--- src/rtl/psram_qspi_master_if.sv ---
// Host-side request/response bus of psram_qspi_master.
// The host drives the master modport and the controller uses the slave modport.
interface psram_qspi_master_if;
   logic        start;
   logic        wr;
   logic [23:0] addr;
   logic [1:0]  size;
   logic [31:0] wdata;
   logic [31:0] rdata;
   logic        busy;
   logic        done;

   modport master (output start, wr, addr, size, wdata, input  rdata, busy, done);
   modport slave  (input  start, wr, addr, size, wdata, output rdata, busy, done);
endinterface

--- src/rtl/psram_qspi_master.sv ---
// Quad-SPI PSRAM master: one 1..4 byte quad write (0x38) or quad fast read (0xEB)
// per request. sck runs at clk/2, and the pins are decoded from state, counter and phase.
module psram_qspi_master (
   input  logic                      clk,
   input  logic                      rst_n,
   psram_qspi_master_if.slave        bus,
   output logic                      o_sck,
   output logic                      o_ce_n,
   output logic [3:0]                o_dout,
   output logic [3:0]                o_douten,
   input  logic [3:0]                i_din
);
   typedef enum logic [2:0] {S_IDLE, S_CMD, S_ADDR, S_DUMMY, S_DATA, S_DONE} state_t;

   state_t      r_state, w_state_nxt;
   logic        r_ph, w_ph_nxt;
   logic [2:0]  r_cnt, w_cnt_nxt;
   logic        r_wr;
   logic [23:0] r_addr;
   logic [1:0]  r_size;
   logic [31:0] r_wdata;
   logic [31:0] r_rbuf;
   logic [31:0] r_rdata;

   logic        w_active;
   logic [2:0]  w_cnt_max;
   logic [7:0]  w_cmd;
   logic [4:0]  w_nib_sel;
   logic [4:0]  w_addr_sel;

   assign w_active   = (r_state == S_CMD) || (r_state == S_ADDR) ||
                       (r_state == S_DUMMY) || (r_state == S_DATA);
   assign w_cmd      = r_wr ? 8'h38 : 8'hEB;
   // Data nibble k: byte k/2, high nibble on even k
   assign w_nib_sel  = {r_cnt[2:1], ~r_cnt[0], 2'b00};
   assign w_addr_sel = {3'd5 - r_cnt, 2'b00};

   always_comb begin
      w_cnt_max = '0;
      case (r_state)
         S_CMD:   w_cnt_max = 3'd7;
         S_ADDR:  w_cnt_max = 3'd5;
         S_DUMMY: w_cnt_max = 3'd5;
         S_DATA:  w_cnt_max = {r_size, 1'b1};
         default: w_cnt_max = '0;
      endcase
   end

   always_ff @(posedge clk or negedge rst_n) begin
      if (!rst_n) begin
         r_state <= S_IDLE;
         r_ph    <= 1'b0;
         r_cnt   <= '0;
      end else begin
         r_state <= w_state_nxt;
         r_ph    <= w_ph_nxt;
         r_cnt   <= w_cnt_nxt;
      end
   end

   // A phase advances on the edge that ends the sck-high half of its last cycle
   always_comb begin
      w_state_nxt = r_state;
      w_ph_nxt    = 1'b0;
      w_cnt_nxt   = r_cnt;
      case (r_state)
         S_IDLE: begin
            if (bus.start) begin
               w_state_nxt = S_CMD;
               w_cnt_nxt   = '0;
            end
         end
         S_DONE: w_state_nxt = S_IDLE;
         default: begin
            w_ph_nxt = ~r_ph;
            if (r_ph) begin
               w_cnt_nxt = r_cnt + 3'd1;
               if (r_cnt == w_cnt_max) begin
                  w_cnt_nxt = '0;
                  case (r_state)
                     S_CMD:   w_state_nxt = S_ADDR;
                     S_ADDR:  w_state_nxt = r_wr ? S_DATA : S_DUMMY;
                     S_DUMMY: w_state_nxt = S_DATA;
                     default: w_state_nxt = S_DONE;
                  endcase
               end
            end
         end
      endcase
   end

   always_comb begin
      o_dout   = '0;
      o_douten = '0;
      case (r_state)
         S_CMD: begin
            o_douten  = 4'b0001;
            o_dout[0] = w_cmd[3'd7 - r_cnt];
         end
         S_ADDR: begin
            o_douten = 4'b1111;
            o_dout   = r_addr[w_addr_sel +: 4];
         end
         S_DATA: begin
            if (r_wr) begin
               o_douten = 4'b1111;
               o_dout   = r_wdata[w_nib_sel +: 4];
            end
         end
         default: ;
      endcase
   end

   assign o_sck      = r_ph;
   assign o_ce_n     = ~w_active;
   assign bus.busy   = w_active;
   assign bus.done   = (r_state == S_DONE);
   assign bus.rdata  = r_rdata;

   always_ff @(posedge clk or negedge rst_n) begin
      if (!rst_n) begin
         r_wr    <= 1'b0;
         r_addr  <= '0;
         r_size  <= '0;
         r_wdata <= '0;
         r_rbuf  <= '0;
         r_rdata <= '0;
      end else begin
         if (r_state == S_IDLE && bus.start) begin
            r_wr    <= bus.wr;
            r_addr  <= bus.addr;
            r_size  <= bus.size;
            r_wdata <= bus.wdata;
            r_rbuf  <= '0;
         end
         if (r_state == S_DATA && !r_wr && !r_ph)
            r_rbuf[w_nib_sel +: 4] <= i_din;
         // rbuf already holds the final nibble when the last high phase ends
         if (r_state == S_DATA && !r_wr && r_ph && r_cnt == w_cnt_max)
            r_rdata <= r_rbuf;
      end
   end
endmodule

--- src/flat_wrapper.sv ---
// flat-port wrapper written by rule: the top's interface ports become plain ports
module psram_qspi_master_flat 
  (clk, rst_n, o_sck, o_ce_n, o_dout, o_douten, i_din, bus_start, bus_wr, bus_addr, bus_size, bus_wdata, bus_rdata, bus_busy, bus_done);
  psram_qspi_master_if bus_i ();
  input  logic clk;
  input  logic rst_n;
  output logic o_sck;
  output logic o_ce_n;
  output logic [3:0] o_dout;
  output logic [3:0] o_douten;
  input  logic [3:0] i_din;
  input wire logic [$bits(bus_i.start)-1:0] bus_start;
  input wire logic [$bits(bus_i.wr)-1:0] bus_wr;
  input wire logic [$bits(bus_i.addr)-1:0] bus_addr;
  input wire logic [$bits(bus_i.size)-1:0] bus_size;
  input wire logic [$bits(bus_i.wdata)-1:0] bus_wdata;
  output wire logic [$bits(bus_i.rdata)-1:0] bus_rdata;
  output wire logic [$bits(bus_i.busy)-1:0] bus_busy;
  output wire logic [$bits(bus_i.done)-1:0] bus_done;
  assign bus_i.start = bus_start;
  assign bus_i.wr = bus_wr;
  assign bus_i.addr = bus_addr;
  assign bus_i.size = bus_size;
  assign bus_i.wdata = bus_wdata;
  assign bus_rdata = bus_i.rdata;
  assign bus_busy = bus_i.busy;
  assign bus_done = bus_i.done;
  psram_qspi_master u_core (.clk(clk), .rst_n(rst_n), .bus(bus_i), .o_sck(o_sck), .o_ce_n(o_ce_n), .o_dout(o_dout), .o_douten(o_douten), .i_din(i_din));
endmodule
--- config.mk ---
export PLATFORM = sky130hd
export DESIGN_NAME = psram_qspi_master_flat
export DESIGN_NICKNAME = d
export VERILOG_FILES = /design/src/rtl/psram_qspi_master_if.sv /design/src/rtl/psram_qspi_master.sv /design/src/flat_wrapper.sv
export SDC_FILE = /design/constraint.sdc
export NUM_CORES = 1
export LEC_CHECK = 0
export ABC_AREA = 1
export CAP_MARGIN = 15
export CORE_ASPECT_RATIO = 1.2
export CORE_MARGIN = 5
export CORE_UTILIZATION = 25
export CTS_BUF_LIST = sky130_fd_sc_hd__clkbuf_8
export CTS_CLUSTER_DIAMETER = 40
export CTS_CLUSTER_SIZE = 24
export DETAILED_ROUTE_END_ITERATION = 16
export GPL_TIMING_DRIVEN = 0
export PLACE_DENSITY = 0.44
export REMOVE_ABC_BUFFERS = 1
export SYNTH_ARGS = -nofsm -noshare
export SYNTH_HDL_FRONTEND = slang
export SYNTH_SLANG_ARGS = --single-unit
--- constraint.sdc ---
create_clock -name clk -period 2.4 [get_ports clk]
set_clock_uncertainty 0.15 [all_clocks]
set_input_delay 0.6 -clock clk [delete_from_list [all_inputs] [get_ports clk]]
set_output_delay 0.6 -clock clk [all_outputs]
set_load 0.02 [all_outputs]
; Word level (Yosys, flattened, before mapping)
; Index checks and enable logic that the tools add are counted.
; Widths: inputs -> output; s select.
[op_classes]
add_sub_neg = 4
mul = 0
div_mod_pow = 0
order_cmp = 1
n_eq_ne = 7
n_shift = 4
muxes = 23
n_bitwise = 4
reduce_logical = 18
[op_table]
columns = op, n
row1 = $mux 32, 2
row2 = $bwmux 32, 1
row3 = $shift 4x7->32 const A, 1
row4 = $shiftx 32x6->4, 1
row5 = $shiftx 4x7->32, 1
row6 = $shiftx 24x6->4, 1
row7 = $mux 3, 7
row8 = $pmux 3 s2, 3
row9 = $pmux 3 s3, 2
row10 = $pmux 4 s3, 1
row11 = $mux 4, 2
row12 = $mux 8, 1
row13 = $neg 5->7, 1
row14 = $eq 3x2->1 const B, 2
row15 = $eq 3x3->1 const B, 2
row16 = $reduce_and 3->1, 2
row17 = $reduce_bool 3->1, 2
row18 = $sub 3x3->3 const A, 2
row19 = $logic_and 1x1->1, 5
row20 = $lt 3x4->1 const B, 1
row21 = $not 1->1, 4
row22 = $reduce_or 2->1, 2
row23 = $add 3x1->3 const B, 1
row24 = $bmux 1 s3, 1
row25 = other kinds (9), 13
[totals]
register_bits = 130
latchBits = 0
ram_bits = 0
mem_bits_ro = 0
inputBits = 66
output_inout_bits = 44
memories = 0

; Longest topological paths before layout
; Gate-level depths: netlist (run 1).
[depth]
depth_word = 7
depth_mapped = 11

; Worst setup path after synthesis (run 1)
; OpenSTA, ideal clock, no wires.
[synth_path]
path_type = reg-to-output
startpoint = register u_core.r_cnt[1]
endpoint = output o_dout[0]
arrival_ps = 1795
required_time_ps = 1650
path_slack_ps = -145
path_stages_with_launch = 9
path_buffers = 1
path_cell_list = dfrtp_1 clkinv_1 clkbuf_1 ha_1 inv_1 o21ai_0 o221ai_1 nand2_1 nand3_1
[synth_between]
elab_chain_len = 4
[synth_lines]
columns = element, line
row1 = from (decl), psram_qspi_master.sv:17  ; logic [2:0] r_cnt, w_cnt_nxt;
row2 = from (signal assigned), psram_qspi_master.sv:57  ; r_cnt <= w_cnt_nxt;
row3 = "parallel branches: the longest is 3 deep, another holds $sub 3x3->3", -
row4 = $pmux 1 s3 *, psram_qspi_master.sv:95  ; case (r_state)
row5 = to (decl), flat_wrapper.sv:9  ; output logic [3:0] o_dout;
; Mark *: on every way between the ends. The select of a mux whose other input is x is not followed.

; Worst setup path after layout (run 1)
[layout_path]
startpoint = register u_core.r_cnt[0]
endpoint = output o_dout[1]
[layout_between]
elab_chain_len = 4
[layout_lines]
columns = element, line
row1 = "parallel branches: the longest is 3 deep, another holds $sub 3x3->3", -
row2 = $pmux 3 s2 *, psram_qspi_master.sv:95
; Mark *: on every way between the ends.

==> impl_metrics.json, run 1 <==
{
  "endpoint_required_time_on_the_critical_path_ns": 1.65,
  "critPathTopFamily": "buffers and inverters",
  "total_power_w": 0.00989,
  "seq_power_share": 0.328,
  "ys_warn_count": 0,
  "synth.yosys.seq_area_share": 0.539,
  "worstSkewPairLatency_ns": 0.43,
  "clock_power_share": 0.198,
  "wire_length_per_cell_um": 16.0,
  "final_cell_count_no_fill": 1183,
  "rsz_0062_raised_after_global_routing": "true",
  "floorplan.die.width_um": 152,
  "violations": "setup timing",
  "crit_path_end_kind": "output pin",
  "grt_first_pass_wirelength_mm": 28.9,
  "postSynthCellCount": 706,
  "fin_area_um2": 8690,
  "setup_viol": 4,
  "max_cap_violations": 0,
  "timing.final.ws_setup_ns": -0.407,
  "worst-path-max-fanout": 7,
  "r2r.worst_path.cells": 11,
  "first_pass_iters": 5,
  "p_comb_frac": 0.474,
  "power_report.internal_total_w": 0.00583,
  "cts_tree": "built",
  "placed_instances": 1107,
  "areal_power_density_over_the_cells_nw_per_um2": 1140,
  "die_area_um2": 27400,
  "dpl_cell_area_um2": 7460,
  "fill_cells": 2571,
  "via_count_of_the_first_global_routing_pass": 5229,
  "drcViolationCount": 0,
  "track_usage": 0.132,
  "achievable-frequency_mhz": 356,
  "io-pin-count": 110,
  "antenna_found_initial": 0,
  "wl_mm": 18.9,
  "totalNegativeSetupSlack_ns": -1.52,
  "critPathBufInv": 5,
  "hold_viol_final": 0,
  "die_h_um": 180,
  "mean_area_per_synthesized_cell_um2": 8.55,
  "cts_root_buffer": "clkbuf_8",
  "min_period_over_period": 1.17,
  "path_clk_slew_ns": 0.08,
  "critical-path-slowest-cell": "dfrtp_2",
  "worstMarginPinSlew_ns": 0.605,
  "timing.critical_path.depth": 8,
  "cts_htree_levels": 4,
  "status": "finished with violations",
  "path_cells": "clkbuf_16, clkinvlp_4, buf_12, buf_12, o211ai_1, o211ai_1, a32o_2, buf_6",
  "routabilityCongestion": 0.725,
  "dr_total_vias": 5183,
  "fin_crit_ns": 2.81,
  "synth.ff_latch_count": 130,
  "vdd_drop_max_uv": 619,
  "initial_utilization": 0.253,
  "critical_path.max_stage_delay_ns": 0.39,
  "post_route_cells_drive_above_1_share": 0.229,
  "netSwitchingFraction": 0.410,
  "finalMaxSlewViolations": 0,
  "hold_path_class": "flip-flop to flip-flop",
  "synthDistinctLibCells": 35,
  "portBuffers": 109,
  "area.growth.synth_to_final_pct": 44.0,
  "hpwl_mm": 11.2,
  "timing_worst_setup_path_type": "flip-flop to output pin",
  "synth.cell_area_um2": 6040,
  "largest_net_degree_at_the_start_of_global_routing": 71,
  "detailedRoute.firstIterationViolations": 246,
  "cts-buffers-inserted": 17,
  "clk_path_buf_depth": 2,
  "grt.overflow.total": 0,
  "p_leak_nw": 3.92,
  "clock_sinks": 130,
  "net-switching-power_w": 0.00406,
  "worst_slew_margin_rel": 0.597,
  "vias_per_cell": 4.38,
  "hold_depth": 2,
  "worst-endpoint-arrival_ns": 2.06,
  "core_area_um2": 23900,
  "nNetsFinal": 920,
  "n_antenna_cell": 0,
  "fp-row-count": 62,
  "postRouteAntennaNets": 0,
  "setup.worst_path.start_class": "flip-flop"
}
cell usage after synthesis (all sizes together):
cell	instances	area share
nand2	243	0.16
dfrtp	130	0.54
o21ai	88	0.095
inv	57	0.035
nor2	54	0.035
nand3	48	0.041
buf	21	0.024
clkbuf	12	0.0075
nand4	11	0.014
a21oi	8	0.0066
nor3	6	0.0068
o211ai	6	0.0075
or2	5	0.0052
ha	4	0.0083
nor4	3	0.0031
o221ai	3	0.0044
o311ai	2	0.0029
a32o	1	0.0017
clkinv	1	0.00062
o2111ai	1	0.0015
o22ai	1	0.0010
xor2	1	0.0015
registers in the layout, indices dropped and copies added (netlist names):
name and flops:
u_core.r_rbuf 32, u_core.r_wdata 32, u_core.bus.rdata 32, u_core.o_sck 1, u_core.r_addr 24, u_core.r_wr 1, u_core.r_cnt 3, u_core.r_state 3
u_core.r_size 2
path summary, 6_finish.rpt:
kind / from / slack (ns) / endpoint
setup / recovery: u_core.r_cnt[0] / -0.41 / o_dout[1]
hold / removal: u_core.r_wdata[19] / 0.33 / u_core.r_wdata[19]
setup reg to reg: u_core.r_state[0] / 0.07 / u_core.bus.rdata[1]
hold reg to reg: u_core.r_wdata[19] / 0.33 / u_core.r_wdata[19]
max in group asynchronous: rst_n / 0.73 / u_core.r_cnt[1]
min in group asynchronous: rst_n / 0.56 / u_core.bus.rdata[8]
power by group through the flow:
stage	Combinational, W	Clock, W	Sequential (W)
global route	0.00517	0.00212	0.00332
floorplan	0.00207	0	0.00326
CTS	0.00426	0.00203	0.00323
finish	0.00469	0.00196	0.00324
global placement	0.00319	0	0.00336
detailed placement	0.00334	0	0.00331
layout by cell type (no fill, tap or decap), types with 7 or more instances in the layout:
cell type	netlist	layout
buf_6	6	16
a21oi_1	8	7
nand2_2	13	15
clkbuf_8	0	19
o21ai_2	32	33
inv_1	54	47
o21ai_0	55	48
nand4_1	10	10
nand3_1	47	40
clkdlybuf4s50_1	0	96
nor2_1	52	46
nand2_1	228	223
dfrtp_1	130	123
buf_4	2	26
per-layer routing:
metal	share of wire	up-vias	global-route usage
met4	0.016	0	0.0360
met1	0.46	2454	0.174
li1	-	2586	-
met5	0	-	0
met3	0.047	19	0.0372
met2	0.47	124	0.212
final cells by class:
class                   instances  area [µm²]  area share
repair buffers                155        1720       0.197
clock buffers                  19         262      0.0301
inverters                      58         256      0.0295
multi-input cells             488        2640       0.304
flip-flops and latches        130        3260       0.376
clock inverters                13         153      0.0176
well taps                     320         400      0.0461
per-stage QoR:
step | utilization | hold slack [ns] | worst slack [ns]
2_1_floorplan | - | 0.154 | -0.617
3_3_place_gp | 0.307 | 0.308 | -5.08
3_5_place_dp | 0.312 | 0.309 | -1.99
4_1_cts | 0.352 | 0.331 | -0.456
5_1_grt | 0.364 | 0.346 | -0.523
6_report | 0.364 | 0.326 | -0.407
cells by family after synthesis:
| family | share of synthesized area |
|---|---|
| buffers and inverters | 0.0674 |
| adder cells (fa/ha/maj) | 0.00829 |
| AO/OA/AOI/OAI | 0.120 |
| XOR/XNOR | 0.00145 |
| flip-flops | 0.539 |
| AND/OR/NAND/NOR | 0.264 |
tightest hold or removal path: cells and delay by family (launching register included):
family	cells	cell delay [ns]
and+or+nand+nor	2	0.10
DFF	1	0.34
repair_timing:
item                                   CTS  global route
hold buffers                             1             0
resized for setup                      123            35
pin swaps                               12            12
gates cloned                             5             4
setup endpoints to repair              141            39
endpoints found under the hold margin    9             0
setup buffers                           24            11
Note: power is estimated with default switching activity, not from simulation.
==> run 2: changes to the inputs <==
--- a/config.mk
+++ b/config.mk
@@ -6,7 +6,7 @@
 export NUM_CORES = 1
 export LEC_CHECK = 0
 export ABC_AREA = 1
-export CAP_MARGIN = 15
+export CAP_MARGIN = 10
 export CORE_ASPECT_RATIO = 1.2
 export CORE_MARGIN = 5
 export CORE_UTILIZATION = 25
==> impl_metrics.json, run 2 (same netlist as run 1, synthesis figures left out) <==
{
  "portBuffers": 109,
  "postRouteAntennaNets": 0,
  "finalMaxSlewViolations": 0,
  "n_antenna_cell": 0,
  "achievable-frequency_mhz": 366,
  "finish.utilization": 0.356,
  "clock_power_share": 0.206,
  "hpwl_mm": 11.1,
  "placed_instances": 1106,
  "worst-endpoint-arrival_ns": 1.98,
  "min_period_over_period": 1.14,
  "grt.overflow.total": 0,
  "vias_per_cell": 4.32,
  "largest_net_degree_at_the_start_of_global_routing": 71,
  "fp-row-count": 62,
  "most_frequent_cells_in_the_layout": "225 x nand2_1, 123 x dfrtp_1, 96 x clkdlybuf4s50_1, 48 x inv_1, 46 x o21ai_0",
  "clk_path_buf_depth": 2,
  "first_pass_iters": 4,
  "cts_htree_levels": 4,
  "antenna_found_initial": 0,
  "areal_power_density_over_the_cells_nw_per_um2": 1120,
  "final_cell_count_no_fill": 1180,
  "endpoint_required_time_on_the_critical_path_ns": 1.65,
  "cts_tree": "built",
  "die_area_um2": 27400,
  "most_common_cell_after_layout_fill_and_taps_aside": "nand2_1",
  "worstMarginPinSlew_ns": 0.605,
  "timing_worst_setup_path_type": "flip-flop to output pin",
  "netSwitchingFraction": 0.415,
  "power_report.internal_total_w": 0.00557,
  "register_area_um2": 3260,
  "dr_total_vias": 5097,
  "p_leak_nw": 3.84,
  "fin_crit_ns": 2.73,
  "hold_path_class": "input port to asynchronous set/reset pin",
  "worst-path-max-fanout": 14,
  "clock_sinks": 130,
  "worst_slew_margin_rel": 0.597,
  "setup.worst_path.start_class": "flip-flop",
  "timing.final.ws_setup_ns": -0.334,
  "wl_mm": 18.1,
  "floorplan.die.width_um": 152,
  "seq_power_share": 0.340,
  "worstSkewPairLatency_ns": 0.43,
  "cts-buffers-inserted": 17,
  "drcViolationCount": 0,
  "initial_utilization": 0.253,
  "net-switching-power_w": 0.00396,
  "track_usage": 0.130,
  "routabilityCongestion": 0.725,
  "die_h_um": 180,
  "hold_viol_final": 0,
  "core_area_um2": 23900,
  "rsz_0062_raised_after_global_routing": "true",
  "detailedRoute.firstIterationViolations": 252,
  "fill_cells": 2606,
  "multi_input_area_um2": 2620,
  "p_comb_frac": 0.454,
  "area.growth.synth_to_final_pct": 41.0,
  "vdd_drop_max_uv": 585,
  "violations": "setup timing",
  "cts_root_buffer": "clkbuf_8",
  "crit_path_end_kind": "output pin",
  "io-pin-count": 110,
  "path_clk_slew_ns": 0.09,
  "grt_first_pass_wirelength_mm": 28.7,
  "wire_length_per_cell_um": 15.4,
  "via_count_of_the_first_global_routing_pass": 5227,
  "status": "finished with violations",
  "nNetsFinal": 917,
  "setup_viol": 4,
  "max_cap_violations": 0,
  "post_route_cells_drive_above_1_share": 0.223
}
[run 2: layout make-up]
cell class,instances,area share
inverters,58,0.0306
multi-input cells,487,0.308
well taps,320,0.0471
clock buffers,19,0.0307
clock inverters,13,0.0179
repair buffers,152,0.181
flip-flops and latches,130,0.384
repair inverters,1,0.000882
[run 2: path summary, 6_finish.rpt]
check / startpoint / to / slack [ns] / depth (start not counted)
worst max-delay path: u_core.r_cnt[0] / o_dout[0] / -0.33 / 7
worst min-delay path: rst_n / u_core.bus.rdata[8] / 0.004 / 1
worst max register to register: u_core.r_cnt[0] / u_core.r_rbuf[17] / 0.08 / 7
worst min register to register: u_core.r_addr[5] / u_core.r_addr[5] / 0.33 / 2
max in group asynchronous: rst_n / u_core.r_cnt[1] / 1.31 / 2
min in group clk: u_core.r_addr[5] / u_core.r_addr[5] / 0.33 / 2
[run 2: metrics by stage]
step                      setup TNS [ns]  setup slack [ns]  hold slack [ns]  total power, W  cell area [µm²]
final                              -1.25            -0.334          0.00354         0.00952             8510
after global routing               -2.01            -0.473          0.00733          0.0102             8510
after CTS                          -1.63            -0.389          0.00247         0.00940             8340
after detailed placement         -113.27             -2.03            0.309         0.00663             7440
after global placement           -875.23             -5.08            0.308         0.00655             7340
after floorplan                   -36.34            -0.617            0.154         0.00533             5850
[run 2: power groups by stage]
stage	Combinational [W]	Sequential [W]	Clock (W)
CTS	0.00414	0.00324	0.00202
global route	0.00480	0.00331	0.00212
global placement	0.00319	0.00336	0
detailed placement	0.00332	0.00331	0
finish	0.00433	0.00324	0.00196
floorplan	0.00207	0.00326	0
[run 2: critical path: stages (launching register included)]
cell and delay, ns:
dfrtp_2 0.45, buf_4 0.15, bufbuf_16 0.28, o21ai_1 0.13, o221ai_1 0.16, nand3_1 0.12
nand3_2 0.10, buf_6 0.15
[run 2: per-layer routing]
layer	vias to the layer above	GRT usage	share of wire
met5	-	0	0
met4	0	0.0327	0.018
li1	2564	-	-
met3	15	0.0389	0.052
met1	2398	0.171	0.47
met2	120	0.211	0.46
[run 2: repair_timing]
item                                    CTS  global route
hold endpoints to repair                  0             0
endpoints found under the setup margin  141            53
resized for setup                       123            26
pin swaps                                16            16
hold buffers                              0             0
gates cloned                              3             1
buffers inserted                         27            12
